[config.mk]
export PLATFORM = sky130hd
export DESIGN_NAME = overture_sequencer
export DESIGN_NICKNAME = d
export VERILOG_FILES = /design/src/rtl/overture_pkg.sv /design/src/rtl/overture_condition.sv /design/src/rtl/overture_sequencer.sv
export SDC_FILE = /design/constraint.sdc
export NUM_CORES = 1
export LEC_CHECK = 0
export BUFFER_PORTS_ARGS = -buffer_cell sky130_fd_sc_hd__buf_2
export CAP_MARGIN = 10
export CELL_PAD_IN_SITES_DETAIL_PLACEMENT = 0
export CELL_PAD_IN_SITES_GLOBAL_PLACEMENT = 1
export CORE_ASPECT_RATIO = 1.75
export CORE_MARGIN = 2
export CORE_UTILIZATION = 51
export CTS_BUF_LIST = sky130_fd_sc_hd__clkbuf_2 sky130_fd_sc_hd__clkbuf_4 sky130_fd_sc_hd__clkbuf_8
export DETAILED_ROUTE_END_ITERATION = 16
export PLACE_DENSITY_LB_ADDON = 0.08
export SLEW_MARGIN = 25
export SYNTH_ARGS = -nofsm -noshare
export SYNTH_HDL_FRONTEND = slang
export SYNTH_SLANG_ARGS = --single-unit
[constraint.sdc]
create_clock -name clk -period 4.2 [get_ports clk]
set_input_delay 0.42 -clock clk [delete_from_list [all_inputs] [get_ports clk]]
set_output_delay 0.42 -clock clk [all_outputs]
set_load 0.005 [all_outputs]
[src/rtl/overture_pkg.sv]
// Shared definitions for the Overture sequencer: FSM states, opcode classes,
// special register indices and the condition codes used by the evaluator.
package overture_pkg;

    typedef enum logic [2:0] {
        ST_FETCH    = 3'd0,
        ST_EXEC     = 3'd1,
        ST_WAIT_IN  = 3'd2,
        ST_WAIT_OUT = 3'd3,
        ST_HALT     = 3'd4
    } state_t;

    // Opcode classes decoded from instr[7:6]
    localparam logic [1:0] IMM  = 2'b00;
    localparam logic [1:0] CALC = 2'b01;
    localparam logic [1:0] COPY = 2'b10;
    localparam logic [1:0] COND = 2'b11;

    localparam int         NUM_REGS   = 6;
    localparam logic [2:0] IO_REG     = 3'd6;
    localparam logic [2:0] RSVD_REG   = 3'd7;
    localparam logic [7:0] HALT_INSTR = 8'hC0;

    // Condition codes; every test compares r3 against zero (signed)
    localparam logic [2:0] COND_NEVER = 3'd0;
    localparam logic [2:0] COND_EQ    = 3'd1;
    localparam logic [2:0] COND_LT    = 3'd2;
    localparam logic [2:0] COND_LE    = 3'd3;
    localparam logic [2:0] COND_ALWAYS = 3'd4;
    localparam logic [2:0] COND_NE    = 3'd5;
    localparam logic [2:0] COND_GE    = 3'd6;
    localparam logic [2:0] COND_GT    = 3'd7;

    // Field view of an instruction byte. For conditions, dst carries cond_sel;
    // for compute, dst carries the ALU opcode.
    typedef struct packed {
        logic [1:0] cls;
        logic [2:0] src;
        logic [2:0] dst;
    } instr_t;

    // True for indices that name a real register (r0-r5)
    function automatic logic is_gpr(input logic [2:0] idx);
        return (idx < IO_REG);
    endfunction

endpackage

[src/rtl/overture_condition.sv]
// Condition evaluator: tests r3 (as a signed byte) against zero for the
// selected condition code.
module overture_condition
    import overture_pkg::*;
(
    input  logic [7:0] r3,
    input  logic [2:0] cond_sel,
    output logic       cond_met
);

    logic is_zero;
    logic is_neg;

    assign is_zero = (r3 == 8'h00);
    assign is_neg  = r3[7];

    // Decode the condition code into a single met/not-met flag
    always_comb begin
        cond_met = 1'b0;
        case (cond_sel)
            COND_NEVER:  cond_met = 1'b0;
            COND_EQ:     cond_met = is_zero;
            COND_LT:     cond_met = is_neg;
            COND_LE:     cond_met = is_neg | is_zero;
            COND_ALWAYS: cond_met = 1'b1;
            COND_NE:     cond_met = ~is_zero;
            COND_GE:     cond_met = ~is_neg;
            COND_GT:     cond_met = ~is_neg & ~is_zero;
            default:     cond_met = 1'b0;
        endcase
    end

endmodule

[src/rtl/overture_sequencer.sv]
// Overture fetch/execute sequencer: owns the PC and r0-r5, decodes each
// instruction byte and handshakes with program memory and the I/O ports.
// Optional feature macro: OVERTURE_SEQ_HALT_EN (8'hC0 halts the core).
module overture_sequencer
    import overture_pkg::*;
#(
    parameter logic [7:0] RESET_PC = 8'h00
) (
    input  logic       clk,
    input  logic       rst_n,
    output logic       imem_req,
    output logic [7:0] imem_addr,
    input  logic       imem_ack,
    input  logic [7:0] imem_data,
    input  logic [7:0] in_data,
    input  logic       in_valid,
    output logic       in_ready,
    output logic [7:0] out_data,
    output logic       out_valid,
    input  logic       out_ready,
    output logic [2:0] alu_op,
    output logic [7:0] alu_a,
    output logic [7:0] alu_b,
    input  logic [7:0] alu_result,
    output logic       halted
);

    state_t                     state, state_nxt;
    logic [7:0]                 pc;
    instr_t                     ir;
    logic [NUM_REGS-1:0][7:0]   regs;
    logic                       started;

    // Datapath control produced by the FSM
    logic                       pc_inc;
    logic                       pc_load;
    logic                       ir_load;
    logic                       rf_we;
    logic [2:0]                 rf_waddr;
    logic [7:0]                 rf_wdata;
    logic                       out_load;
    logic [7:0]                 out_wdata;

    logic [7:0]                 src_val;
    logic                       cond_met;
    logic                       halt_hit;

    overture_condition u_cond (
        .r3       (regs[3]),
        .cond_sel (ir.dst),
        .cond_met (cond_met)
    );

`ifdef OVERTURE_SEQ_HALT_EN
    assign halt_hit = (ir == instr_t'(HALT_INSTR));
    assign halted   = (state == ST_HALT);
`else
    assign halt_hit = 1'b0;
    assign halted   = 1'b0;
`endif

    // Request is held off for the first cycle after reset release so the
    // memory never sees a fetch while the core is still in reset.
    assign imem_req  = started && (state == ST_FETCH);
    assign imem_addr = pc;
    assign in_ready  = (state == ST_WAIT_IN);
    assign out_valid = (state == ST_WAIT_OUT);
    assign alu_op    = ir.dst;
    assign alu_a     = regs[1];
    assign alu_b     = regs[2];

    // Copy source operand; the reserved index reads as zero
    always_comb begin
        src_val = 8'h00;
        if (is_gpr(ir.src))
            src_val = regs[ir.src];
    end

    // State register
    always_ff @(posedge clk or negedge rst_n) begin
        if (!rst_n) state <= ST_FETCH;
        else        state <= state_nxt;
    end

    // Next-state and datapath control decode
    always_comb begin
        state_nxt = state;
        pc_inc    = 1'b0;
        pc_load   = 1'b0;
        ir_load   = 1'b0;
        rf_we     = 1'b0;
        rf_waddr  = 3'd0;
        rf_wdata  = 8'h00;
        out_load  = 1'b0;
        out_wdata = 8'h00;

        case (state)
            ST_FETCH: begin
                if (imem_req && imem_ack) begin
                    ir_load   = 1'b1;
                    state_nxt = ST_EXEC;
                end
            end

            ST_EXEC: begin
                state_nxt = ST_FETCH;
                case (ir.cls)
                    IMM: begin
                        rf_we    = 1'b1;
                        rf_waddr = 3'd0;
                        rf_wdata = {2'b00, ir.src, ir.dst};
                        pc_inc   = 1'b1;
                    end
                    CALC: begin
                        rf_we    = 1'b1;
                        rf_waddr = 3'd3;
                        rf_wdata = alu_result;
                        pc_inc   = 1'b1;
                    end
                    COPY: begin
                        if (ir.src == IO_REG) begin
                            state_nxt = ST_WAIT_IN;
                        end else if (ir.dst == IO_REG) begin
                            out_load  = 1'b1;
                            out_wdata = src_val;
                            state_nxt = ST_WAIT_OUT;
                        end else begin
                            // dst 7 silently discards the write
                            rf_we    = is_gpr(ir.dst);
                            rf_waddr = ir.dst;
                            rf_wdata = src_val;
                            pc_inc   = 1'b1;
                        end
                    end
                    default: begin
                        // COND: halt leaves the PC on the C0 itself
                        if (halt_hit)
                            state_nxt = ST_HALT;
                        else if (cond_met)
                            pc_load = 1'b1;
                        else
                            pc_inc = 1'b1;
                    end
                endcase
            end

            ST_WAIT_IN: begin
                if (in_valid) begin
                    if (ir.dst == IO_REG) begin
                        out_load  = 1'b1;
                        out_wdata = in_data;
                        state_nxt = ST_WAIT_OUT;
                    end else begin
                        rf_we     = is_gpr(ir.dst);
                        rf_waddr  = ir.dst;
                        rf_wdata  = in_data;
                        pc_inc    = 1'b1;
                        state_nxt = ST_FETCH;
                    end
                end
            end

            ST_WAIT_OUT: begin
                if (out_ready) begin
                    pc_inc    = 1'b1;
                    state_nxt = ST_FETCH;
                end
            end

            ST_HALT: state_nxt = ST_HALT;

            default: state_nxt = ST_FETCH;
        endcase
    end

    // Gate for the first fetch request after reset release
    always_ff @(posedge clk or negedge rst_n) begin
        if (!rst_n) started <= 1'b0;
        else        started <= 1'b1;
    end

    // PC update; 8-bit wraparound is intentional
    always_ff @(posedge clk or negedge rst_n) begin
        if (!rst_n)       pc <= RESET_PC;
        else if (pc_load) pc <= regs[0];
        else if (pc_inc)  pc <= pc + 8'd1;
    end

    // Instruction register, loaded on the fetch handshake
    always_ff @(posedge clk or negedge rst_n) begin
        if (!rst_n)       ir <= '0;
        else if (ir_load) ir <= instr_t'(imem_data);
    end

    // Register file write port (single writer per cycle)
    always_ff @(posedge clk or negedge rst_n) begin
        if (!rst_n)     regs <= '0;
        else if (rf_we) regs[rf_waddr] <= rf_wdata;
    end

    // Output port data; held stable for the whole WAIT_OUT
    always_ff @(posedge clk or negedge rst_n) begin
        if (!rst_n)        out_data <= 8'h00;
        else if (out_load) out_data <= out_wdata;
    end

endmodule

* After elaboration in Yosys (flattened, before gate mapping)
Cells that the tools add are included.
** Word-level totals
- Logic and storage cells :: 106
- Flip-flop bits (word level) :: 76
- Output and inout port bits :: 39
- Input port bits :: 29
** Operators by class
- Magnitude comparators :: 5
- Eq/ne operators :: 17
- Bitwise gates (word level) :: 4
- Mux-type cells :: 55
- Add/subtract/negate cells :: 1
- Reductions and logical operators :: 11
** Operator list (count)
- two-way mux 8 bit :: 14
- bitwise mux 48 bit :: 1
- case mux 8 bit (2 select lines) :: 2
- binary-select mux 8 bit (select 3 bit) :: 1
- demux 8 bit (select 3 bit) :: 1
- case mux 8 bit (3 select lines) :: 1
- == test 3 bit (second input constant) :: 6
- two-way mux 3 bit :: 6
- two-way mux 1 bit :: 17
- case mux 3 bit (5 select lines) :: 1
- == test 3 x 2 -> 1 bit (second input constant) :: 4
- case mux 3 bit (2 select lines) :: 2
- adder 8 x 1 -> 8 bit (second input constant) :: 1
- zero test 8 bit :: 1
- < comparator 3 x 4 -> 1 bit (second input constant) :: 2
- case mux 1 bit (2 select lines) :: 4
- case mux 1 bit (8 select lines) :: 1
- == test 3 x 1 -> 1 bit (second input constant) :: 2
- zero test 3 bit :: 2
- < comparator 3 bit (second input constant) :: 2
- two-way mux 2 bit :: 3
- != test 2 x 1 -> 1 bit (second input constant) :: 2
- greater-or-equal comparator 3 x 1 -> 1 bit (second input constant) :: 1
- logical AND 1 bit :: 3
- 12 further kinds :: 13

* Depth between registers and ports, before layout
Gate-level depths: netlist (run 1).
- Depth in word-level cells :: 10
- Mapped depth :: 9
- Gate-level depth less buffers :: 8

* Cells and area by module
Synthesis (run 1) repeated with hierarchy kept, for this count alone.
** Unflattened totals
- Cells, all modules :: 376
- Area total of the unflattened synthesis :: 4207.8 um^2
** Modules (own cells, without submodules)
- overture_sequencer :: cells each 371, times used 1, area an instance 4166.5 um^2, seq. area each 1901.8 um^2
- overture_condition :: cells each 5, times used 1, area an instance 41.3 um^2, seq. area each 0.0 um^2

* Worst setup path after synthesis (run 1)
Ideal clock, no wire load.
- Path type :: register to register
- Start point :: register ir[6] (netlist name)
- End point :: register regs[38] (netlist name)
- Data required time :: 4.072 ns
- Buffers on the path :: 0
- Slack :: 1.955 ns
- Setup time :: 0.128 ns
- Clock period less this slack :: 2.245 ns
- Stages on the path, launching flop included :: 9
- Arrival time :: 2.118 ns
- Cells stage by stage :: dfrtp_1 > inv_1 > ha_1 > and4bb_2 > a32oi_2 > a2bb2oi_2 > a21boi_4 > nand2_4 > mux2_1
** On the way
- Cells in the longest elaborated chain, start to end :: 8
- Elaborated cells on any way between the ends :: 16
- Classes of those cells :: order compare (2); eq/ne (2); mux (9); reduce/logical (3)
** RTL lines
- start: declaration :: RTL line overture_sequencer.sv:30 : instr_t ir;
- start signal: assignment :: RTL line overture_sequencer.sv:192 : else if (ir_load) ir <= instr_t'(imem_data);
- == test 2 bit / == test 2 x 1 -> 1 bit (equally long branches) :: RTL line overture_sequencer.sv:107 : case (ir.cls)
- case mux 3 bit (2 select lines) :: RTL line overture_sequencer.sv:107
- case mux 3 bit (2 select lines) :: RTL line overture_sequencer.sv:97 : case (state)
- < comparator 3 x 4 -> 1 bit (not written as such) / greater-or-equal comparator 3 x 1 -> 1 bit (equally long branches) :: RTL line overture_sequencer.sv:198 : else if (rf_we) regs[rf_waddr] <= rf_wdata;
- logical AND 1 bit (not written as such) :: RTL line overture_sequencer.sv:198
- two-way mux 8 bit (not written as such) :: RTL line overture_sequencer.sv:198
- demux 8 bit (select 3 bit) :: RTL line overture_sequencer.sv:198
- bitwise mux 48 bit :: RTL line overture_sequencer.sv:198
- end signal: indexed assignment :: RTL line overture_sequencer.sv:198
- end: declaration :: RTL line overture_sequencer.sv:31 : logic [NUM_REGS-1:0][7:0] regs;
Several ways; a longest one is shown, not always the timed one.
A chain may end at the register's enable or synchronous reset.

* Final worst setup path (run 1)
- Start point :: register regs[27] (netlist name)
- End point :: register pc[5] (netlist: imem_addr[5])
** On the way
- Cells in the longest elaborated chain, start to end :: 8
- Elaborated cells on any way between the ends :: 13
- Classes of those cells :: mux (8); bitwise (3); reduce/logical (2)
** RTL lines
- zero test 8 bit * :: RTL line overture_condition.sv:14 : assign is_zero = (r3 == 8'h00);
- inverter 1 bit :: RTL line overture_condition.sv:26, overture_condition.sv:28
- AND 1 bit :: RTL line overture_condition.sv:28 : COND_GT: cond_met = ~is_neg & ~is_zero;
- case mux 1 bit (8 select lines) * :: RTL line overture_condition.sv:20 : case (cond_sel)
- two-way mux 1 bit :: RTL line overture_sequencer.sv:139 : else if (cond_met)
- case mux 1 bit (2 select lines) / two-way mux 1 bit (equally long branches) :: RTL line overture_sequencer.sv:107
- case mux 1 bit (3 select lines) / two-way mux 1 bit (equally long branches) :: RTL line overture_sequencer.sv:97
- nonzero test 2 bit (no line) / two-way mux 8 bit (equally long branches)
- end signal: assignment :: RTL line overture_sequencer.sv:185 : else if (pc_load) pc <= regs[0];
- end signal: assignment :: RTL line overture_sequencer.sv:186 : else if (pc_inc) pc <= pc + 8'd1;
- end: declaration :: RTL line overture_sequencer.sv:29 : logic [7:0] pc;
Every way passes the cells marked *; elsewhere a longest branch is shown, timed or not.

==> results_dict.tcl, run 1 <==
set metrics [dict create \
    syn_area_per_cell_um2 12.1 \
    die_y_um 124 \
    diodes 0 \
    fin_setup_tns_ns 0 \
    vias 2997 \
    period_needed_ns 2.69 \
    cts_buffer_depth 2 \
    drt_wl_total_um 10100 \
    setup_viol 0 \
    finalHoldViolCount 0 \
    timing.hold.ws_ns 0.0833 \
    die_x_um 72.8 \
    ys_top_cells_by_area "dfrtp_1 45%, mux2_2 14%, buf_4 3.7%, mux4_2 3.7%, a221o_1 2.8%" \
    skew_ns 0.00725 \
    cp-start-kind "flip-flop" \
    layout-drive-gt1-share_pct 41.3 \
    cts_resized 0 \
    hold_class "primary input to async pin" \
    grt_start_max_net_pins 77 \
    worstSkewPairLatency_ns 0.36 \
    clk_pin_slew_ns 0.08 \
    clock_sinks 76 \
    slew_headroom_pct 48.8 \
    drt_pass1_iterations 4 \
    antenna_found_initial 0 \
    power_leakage_nw 2.26 \
    end_kind "flip-flop" \
    synth-edff-count 0 \
    floorplan.initialDensity_pct 53.0 \
    synth_most_common_cell "dfrtp_1" \
    crit_required_ns 4.45 \
    path_delay_family "simple AND/OR/NAND/NOR gates" \
    htree_num_levels 3 \
    synth_top_area_share_pct 45.1 \
    cp_max_fo 18 \
    slew_violations 0 \
    fmax_ghz 0.372 \
    period_share_pct 64.0 \
    grt_usage_pct 23.8 \
    gp_congestion 0.806 \
    ant_nets 0 \
    worstMarginPinSlew_ns 0.764 \
    synth_nets 384 \
    rows 43 \
    slowest_stage "or4_4" \
    ys.flop_type "dfrtp_1" \
    nets 429 \
    worst_ir_drop_vdd_mv 0.321 \
    hold_buffers 0 \
    overflow 0 \
    ys_warn_count 0 \
    dieArea_mm2 0.00905 \
    critical_path_class "flip-flop to flip-flop" \
    postSynthCellCount 350 \
    cts_made_buffers 9 \
    ios 68 \
    grt_pass1_wl_um 16300 \
    synth-seq-area-share_pct 45.1 \
    synth_top_area_cell "dfrtp_1" \
    yosys-top-cells-count "76 x dfrtp_1, 54 x mux2_2, 21 x buf_4, 20 x nor2_1, 15 x nand2_1" \
    crit_chain "or4_4 > o31ai_2 > xor2_1 > and3_1 > nor2b_1 > a221o_1" \
    port_buffers 66 \
    grt_pass1_vias 3005 \
    drt_iter0_drc 136 \
    netlist_area_mm2 0.00422 \
    ys_ff_latch 76 \
    cp_slowest_stage_delay_ns 0.56 \
    cts_tree "done" \
    maxCapViolations 0 \
    cts_root_buf "clkbuf_8" \
    hpwlAfterDp_um 7250 \
    powerDensity_mw_per_mm2 647 \
    drcViolationCount 0 \
    power_mw 2.99 \
    async_flop_share_pct 100 \
    outcome "completed" \
    grt_setup_unrepaired "no" \
    crit_arrival_ns 2.94 \
    critPathBufInv 0 \
    area_delta_synth_final_pct 9.48 \
    avgRoutedWirePerCell_um 20.6 \
    viasPerCell 6.12 \
    postCtsSetupBuffers 0 \
    coreArea_mm2 0.00796 \
    yosysUniqueCellTypes 58 \
]
-- cell families after synthesis --
| group | share of synthesized area [%] |
|---|---|
| muxes | 21.4 |
| adders and majority gates | 1.48 |
| AOI/OAI and AO/OA | 12.7 |
| buffers and inverters | 7.29 |
| and+or+nand+nor | 11.7 |
| xor gates and xnor gates | 0.208 |
| other | 0.178 |
| DFF | 45.1 |
-- cell usage in the layout (no fill, tap or decap), drive strengths merged, types with 3 or more instances in the layout --
| cell | netlist | routed |
|---|---|---|
| a221o | 12 | 12 |
| a32oi | 3 | 3 |
| mux4 | 8 | 8 |
| inv | 11 | 12 |
| and2 | 4 | 4 |
| clkbuf | 5 | 13 |
| o21ai | 12 | 12 |
| nor2b | 3 | 3 |
| a21oi | 12 | 12 |
| mux2 | 56 | 56 |
| nor4b | 3 | 3 |
| nor2 | 22 | 22 |
| o221ai | 8 | 8 |
| nand2 | 22 | 22 |
| buf | 28 | 67 |
| ha | 5 | 5 |
| a22oi | 8 | 8 |
| nand2b | 3 | 3 |
| and3 | 7 | 7 |
| nand3b | 3 | 3 |
| dfrtp | 76 | 76 |
| mux2i | 9 | 9 |
| and4bb | 4 | 4 |
| nand3 | 5 | 5 |
-- path summary, 6_finish.rpt --
| path | startpoint | endpoint | slack, ns | cells past startpoint |
|---|---|---|---|---|
| worst max-delay path | regs[27] | imem_addr[5] | 1.51 | 6 |
| worst min-delay path | rst_n | ir[7] | 0.08 | 1 |
| max in group asynchronous | rst_n | regs[29] | 3.65 | 1 |
| worst min register to register | regs[38] | regs[38] | 0.50 | 1 |
| worst max register to register | regs[27] | imem_addr[5] | 1.51 | 6 |
| min in group clk | out_ready | state[0] | 0.28 | 2 |
-- metrics by stage --
stage / instances / cell area (µm²) / setup WS, ns / utilization (%)
final: 490 / 4620 / 1.51 / 58.0
after global placement: 474 / 4410 / 1.54 / 55.4
after CTS: 490 / 4620 / 1.49 / 58.0
after global routing: 490 / 4620 / 1.32 / 58.0
after detailed placement: 474 / 4410 / 1.50 / 55.4
after floorplan: 350 / 4220 / 1.95 / -
-- where the power goes --
group / leakage, nW / switching (mW) / internal, mW / total (mW)
clock network: 0.111 / 0.276 / 0.322 / 0.598
registers: 0.990 / 0.264 / 0.927 / 1.19
logic: 1.16 / 0.612 / 0.587 / 1.20
total: 2.26 / 1.15 / 1.84 / 2.99
-- registers in the layout (all words and copies together) (netlist names) --
signal	flops
regs	32
out_data	8
alu_b	8
started	1
imem_addr	8
state	3
alu_a	8
alu_op	3
ir	5
-- routing by layer --
layer	share of wire, %	track usage (%)
met2	50	37.9
met3	4.1	5.18
met1	44	32.2
met5	0	0
met4	2.0	7.08
-- worst register-to-register path, stage by stage (launching register included) --
cell and delay, ns:
dfrtp_1 0.40, or4_4 0.56, o31ai_2 0.29, xor2_1 0.17
and3_1 0.56, nor2b_1 0.22, a221o_1 0.38
-- area by class of cell --
cell class / count / area, µm²
fill: 717 / 3340
multi-input combinational: 230 / 2010
sequential: 76 / 1900
timing repair buffer: 67 / 344
clock buffer: 13 / 166
tap: 90 / 113
clock inverter: 3 / 43.8
inverter: 11 / 41.3
Power figures use the tool's default switching activity.
==> run 2: changes to the inputs <==
Settings changed: CORE_UTILIZATION 51 to 42.
Clock period 4.2 ns to 2.4 ns, I/O delays scaled along.
==> run 2 against run 1 <==
Flip-flop and latch count is the same. Worst setup slack got worse by 1.4 ns. Design area up 8.7%. Combinational power grew 120%. Register-to-register slack got worse by 1.4 ns. Utilization down 7.1 points. Highest routed layer unchanged. Critical path depth up 2. Non-clock buffer count is 37 higher. Cell count increased by 15%. Global-route usage down 2.9 points. Die area rose by 20%.
==> results_dict.tcl, run 2 (same netlist as run 1, synthesis figures left out) <==
set metrics [dict create \
    cts_buffer_depth 2 \
    die_x_um 79.8 \
    hold_class "primary input to flip-flop" \
    diodes 0 \
    ios 68 \
    whs_endpoint "state[0]" \
    maxCapViolations 0 \
    drt_iter0_drc 139 \
    whs_path_depth 2 \
    powerDensity_mw_per_mm2 1130 \
    grt_setup_unrepaired "yes" \
    finalHoldViolCount 0 \
    r2r_cells 8 \
    slew_violations 0 \
    gp_congestion 0.860 \
    vias 3116 \
    drcViolationCount 0 \
    antenna_found_initial 0 \
    setup_viol 0 \
    power_mw 5.69 \
    fmax_ghz 0.435 \
    timing.rr.start "state[2]" \
    drt_wl_total_um 10900 \
    dieArea_mm2 0.0109 \
    cts_tree "done" \
    htree_num_levels 3 \
    cts_root_buf "clkbuf_8" \
    period_share_pct 95.8 \
    hpwlAfterDp_um 8120 \
    placed_area_mm2 0.00470 \
    timing.hold.ws_ns 0.0971 \
    layout_commonest_cell "dfrtp_1" \
    worstSkewPairLatency_ns 0.36 \
    hp-start "out_ready" \
    avgRoutedWirePerCell_um 19.4 \
    viasPerCell 5.54 \
    floorplan.initialDensity_pct 42.9 \
    finish.instance_area_mm2 0.00502 \
    skew_ns 0.0106 \
    port_buffers 66 \
    layout-drive-gt1-share_pct 47.4 \
    crit_required_ns 2.65 \
    largest_reg_flops 32 \
    finish.utilization_pct 51.0 \
    critical_path_class "flip-flop to flip-flop" \
    coreArea_mm2 0.00985 \
    outcome "completed" \
    area_delta_synth_final_pct 19.0 \
    end_kind "flip-flop" \
    clk_pin_slew_ns 0.08 \
    grt_pass1_vias 3124 \
    fill_cells 923 \
    slew_headroom_pct 44.0 \
    grt_start_max_net_pins 77 \
    period_needed_ns 2.30 \
    worst_ir_drop_vdd_mv 0.491 \
    ant_nets 0 \
    power_leakage_nw 2.49 \
    die_y_um 137 \
    regMostFlops "regs" \
    cp_max_fo 8 \
    nets 466 \
    worstMarginPinSlew_ns 0.836 \
    overflow 0 \
    worst_r2r_endpoint "alu_a[5]" \
    drt_pass1_iterations 4 \
    cp-start-kind "flip-flop" \
    cts_made_buffers 9 \
    r2r_setup_slack_ns 0.10 \
    crit_arrival_ns 2.54 \
    clock_sinks 76 \
    grt_pass1_wl_um 17200 \
    final_cell_mix "76 x dfrtp_1, 65 x buf_2, 54 x mux2_2" \
    grt_usage_pct 20.9 \
    rows 48 \
]
[run 2: cell types whose count changed in the layout (fill, tap and decap cells not counted), sizes merged]
cell / change
buf: +36
bufinv: +1
clkbuf: -1
clkinvlp: +1
dlygate4sd3: +1
inv: -1
[run 2: how the worst max path moves through the flow]
stage	end	slack [ns]	startpoint
2_1_floorplan	regs[38]	0.15	ir[6]
3_3_place_gp	imem_addr[5]	0.03	regs[27]
3_5_place_dp	imem_addr[3]	-0.007	regs[27]
4_1_cts	regs[39]	0.02	ir[6]
5_1_grt	imem_addr[5]	-0.02	ir[6]
6_report	alu_a[5]	0.10	state[2]
[run 2: power by group]
part	internal, mW	switching, mW
clock network	0.636	0.480
registers	1.62	0.321
logic	1.32	1.31
total	3.58	2.11
[run 2: per-stage QoR]
step                worst slack (ns)  setup TNS, ns  std cells
finish                         0.101              0        562
global placement              0.0297              0        541
global route                 -0.0222        -0.0258        562
floorplan                      0.155              0        350
detailed placement          -0.00736        -0.0169        541
CTS                           0.0155              0        557
[run 2: worst max-delay path, cell delays in order (launching register included)]
cell and delay [ns]:
dfrtp_1 0.49, or3b_1 0.43, inv_1 0.16, a32oi_2 0.08, a2bb2oi_2 0.18, buf_4 0.16
a21oi_4 0.21, nand2_4 0.16, mux2_2 0.30
[run 2: routing by layer]
layer  up-vias  track usage, %  wire, µm
met3        10            3.83       400
met4         0            6.21       137
met2        63            36.4      5740
met5         -               0         0
li1       1454               -         -
met1      1589            26.1      4620
[run 2: cell type report]
type	instances	area [µm²]	area share, %
clock inverters	4	72.6	1.44
clock buffers	12	153	3.04
well taps	125	156	3.11
inverters	11	41.3	0.822
flip-flops and latches	76	1900	37.9
multi-input cells	230	2060	41.0
repair buffers	104	637	12.7
[run 2: what timing repair did]
action                                 4_1_cts  5_1_grt
pin swaps                                    0        5
setup buffers                                0        4
setup endpoints to repair                    4       50
hold buffers                                 0        1
gates resized for setup                      1       12
endpoints found under the hold margin        0       76
==> run 3: changes to the inputs <==
Settings changed: PLACE_DENSITY from default to 0.77, PLACE_DENSITY_LB_ADDON 0.08 to default.
==> run 3 against run 2 <==
Critical path depth is 2 lower. Sequential share of layout area is 0.57 points higher. First-iteration DRC count is 66% higher. Sequential power hardly changed. Design area is 1.5% lower. Largest power group unchanged.
==> results_dict.tcl, run 3 (same netlist as run 1, synthesis figures left out) <==
set metrics [dict create \
    outcome "completed" \
    ant_nets 0 \
    drt_pass1_iterations 4 \
    end_kind "flip-flop" \
    power_leakage_nw 2.41 \
    worst_r2r_endpoint "regs[38]" \
    rows 48 \
    diodes 0 \
    port_buffers 66 \
    finalHoldViolCount 0 \
    dieArea_mm2 0.0109 \
    floorplan.initialDensity_pct 42.9 \
    area_delta_synth_final_pct 17.2 \
    hold_class "primary input to flip-flop" \
    whs_endpoint "alu_op[2]" \
    crit_required_ns 2.64 \
    cts_made_buffers 9 \
    cts_root_buf "clkbuf_8" \
    die_x_um 79.8 \
    viasPerCell 5.57 \
    overflow 0 \
    cts_buffer_depth 2 \
    worstMarginPinSlew_ns 0.693 \
    slew_violations 0 \
    power_mw 5.54 \
    internal_power_mw 3.40 \
    finish.instance_area_mm2 0.00495 \
    critical_path_class "flip-flop to flip-flop" \
    avgRoutedWirePerCell_um 18.9 \
    cts_tree "done" \
    p_sw_share_pct 38.6 \
    drt_iter0_drc 231 \
    vias 3086 \
    regMostFlops "regs" \
    fin_setup_tns_ns 0 \
    worstSkewPairLatency_ns 0.36 \
    powerDensity_mw_per_mm2 1120 \
    layout_commonest_cell "dfrtp_1" \
    grt_start_max_net_pins 77 \
    r2r_cells 6 \
    cp-start-kind "flip-flop" \
    nets 460 \
    fill_cells 914 \
    slew_headroom_pct 53.8 \
    r2r_setup_slack_ns 0.05 \
    placed_area_mm2 0.00465 \
    clk_pin_slew_ns 0.07 \
    antenna_found_initial 0 \
    maxCapViolations 0 \
    whs_path_depth 2 \
    power_switching_mw 2.14 \
    final_cell_mix "76 x dfrtp_1, 65 x buf_2, 54 x mux2_2" \
    period_share_pct 97.8 \
    pwr-share-clk_pct 17.0 \
    grt_pass1_vias 3151 \
    hp-start "imem_data[2]" \
    combPwrFrac_pct 47.3 \
    p_seq_share_pct 35.7 \
    ios 68 \
    layout-drive-gt1-share_pct 46.4 \
    grt_usage_pct 20.2 \
    crit_arrival_ns 2.59 \
    hpwlAfterDp_um 7850 \
    cp_max_fo 8 \
    setup_viol 0 \
    gp_congestion 0.820 \
    clock_sinks 76 \
    grt_pass1_wl_um 16400 \
    skew_ns 0.00522 \
    period_needed_ns 2.35 \
    grt_setup_unrepaired "yes" \
    htree_num_levels 3 \
    drcViolationCount 0 \
    drt_wl_total_um 10500 \
    coreArea_mm2 0.00985 \
    fmax_ghz 0.426 \
    worst_ir_drop_vdd_mv 0.467 \
    timing.rr.start "ir[3]" \
    die_y_um 137 \
    timing.hold.ws_ns 0.110 \
    finish.utilization_pct 50.2 \
    largest_reg_flops 32 \
]
run 3: cell type report:
cell class / instances / area [µm²] / area share [%]
Multi-Input combinational cell: 230 / 2090 / 42.2
Sequential cell: 76 / 1900 / 38.4
Timing Repair Buffer: 98 / 579 / 11.7
Tap cell: 125 / 156 / 3.16
Clock buffer: 10 / 131 / 2.66
Clock inverter: 4 / 51.3 / 1.04
Inverter: 11 / 41.3 / 0.835
run 3: layer usage:
layer	vias up	GRT usage, %	wire length, µm	part of all wire (%)
li1	1440	-	-	-
met1	1546	24.1	4200	40
met2	76	34.7	5510	53
met3	24	3.56	391	3.7
met4	0	9.98	387	3.7
met5	-	0	0	0
run 3: critical path, cell delays in order (launching register included):
cell and delay, ns:
dfrtp_1 0.50, nand3b_1 0.36, a32oi_4 0.38, a2bb2oi_4 0.21, a21boi_4 0.30, nand2_4 0.14
mux2_4 0.33
run 3: repair_timing:
item | CTS | global route
hold buffers | 0 | 1
setup endpoints to repair | 2 | 55
gates resized for setup | 0 | 12
setup buffers | 1 | 3
pin swaps | 1 | 4
hold endpoints to repair | 0 | 76
run 3: worst max path at each step:
stage / slack [ns] / from / cells after the start / to
after floorplan: 0.15 / ir[6] / 8 / regs[38]
after global placement: 0.07 / regs[27] / 6 / imem_addr[2]
after detailed placement: -0.008 / ir[6] / 8 / regs[39]
after CTS: 0.003 / regs[27] / 6 / imem_addr[5]
after global routing: -0.03 / ir[3] / 6 / regs[39]
final: 0.05 / ir[3] / 6 / regs[38]
run 3: through the flow:
stage               cells  setup WS, ns
floorplan             350         0.155
global placement      535        0.0698
detailed placement    535      -0.00762
CTS                   550       0.00302
global route          554       -0.0323
finish                554        0.0516
run 3: power groups by stage:
stage	Combinational, mW	Clock [mW]	Sequential [mW]
global placement	2.43	0	2.00
CTS	2.50	0.972	1.98
finish	2.62	0.944	1.98
detailed placement	2.48	0	2.01
global route	2.84	1.02	2.03
floorplan	1.88	0	1.85
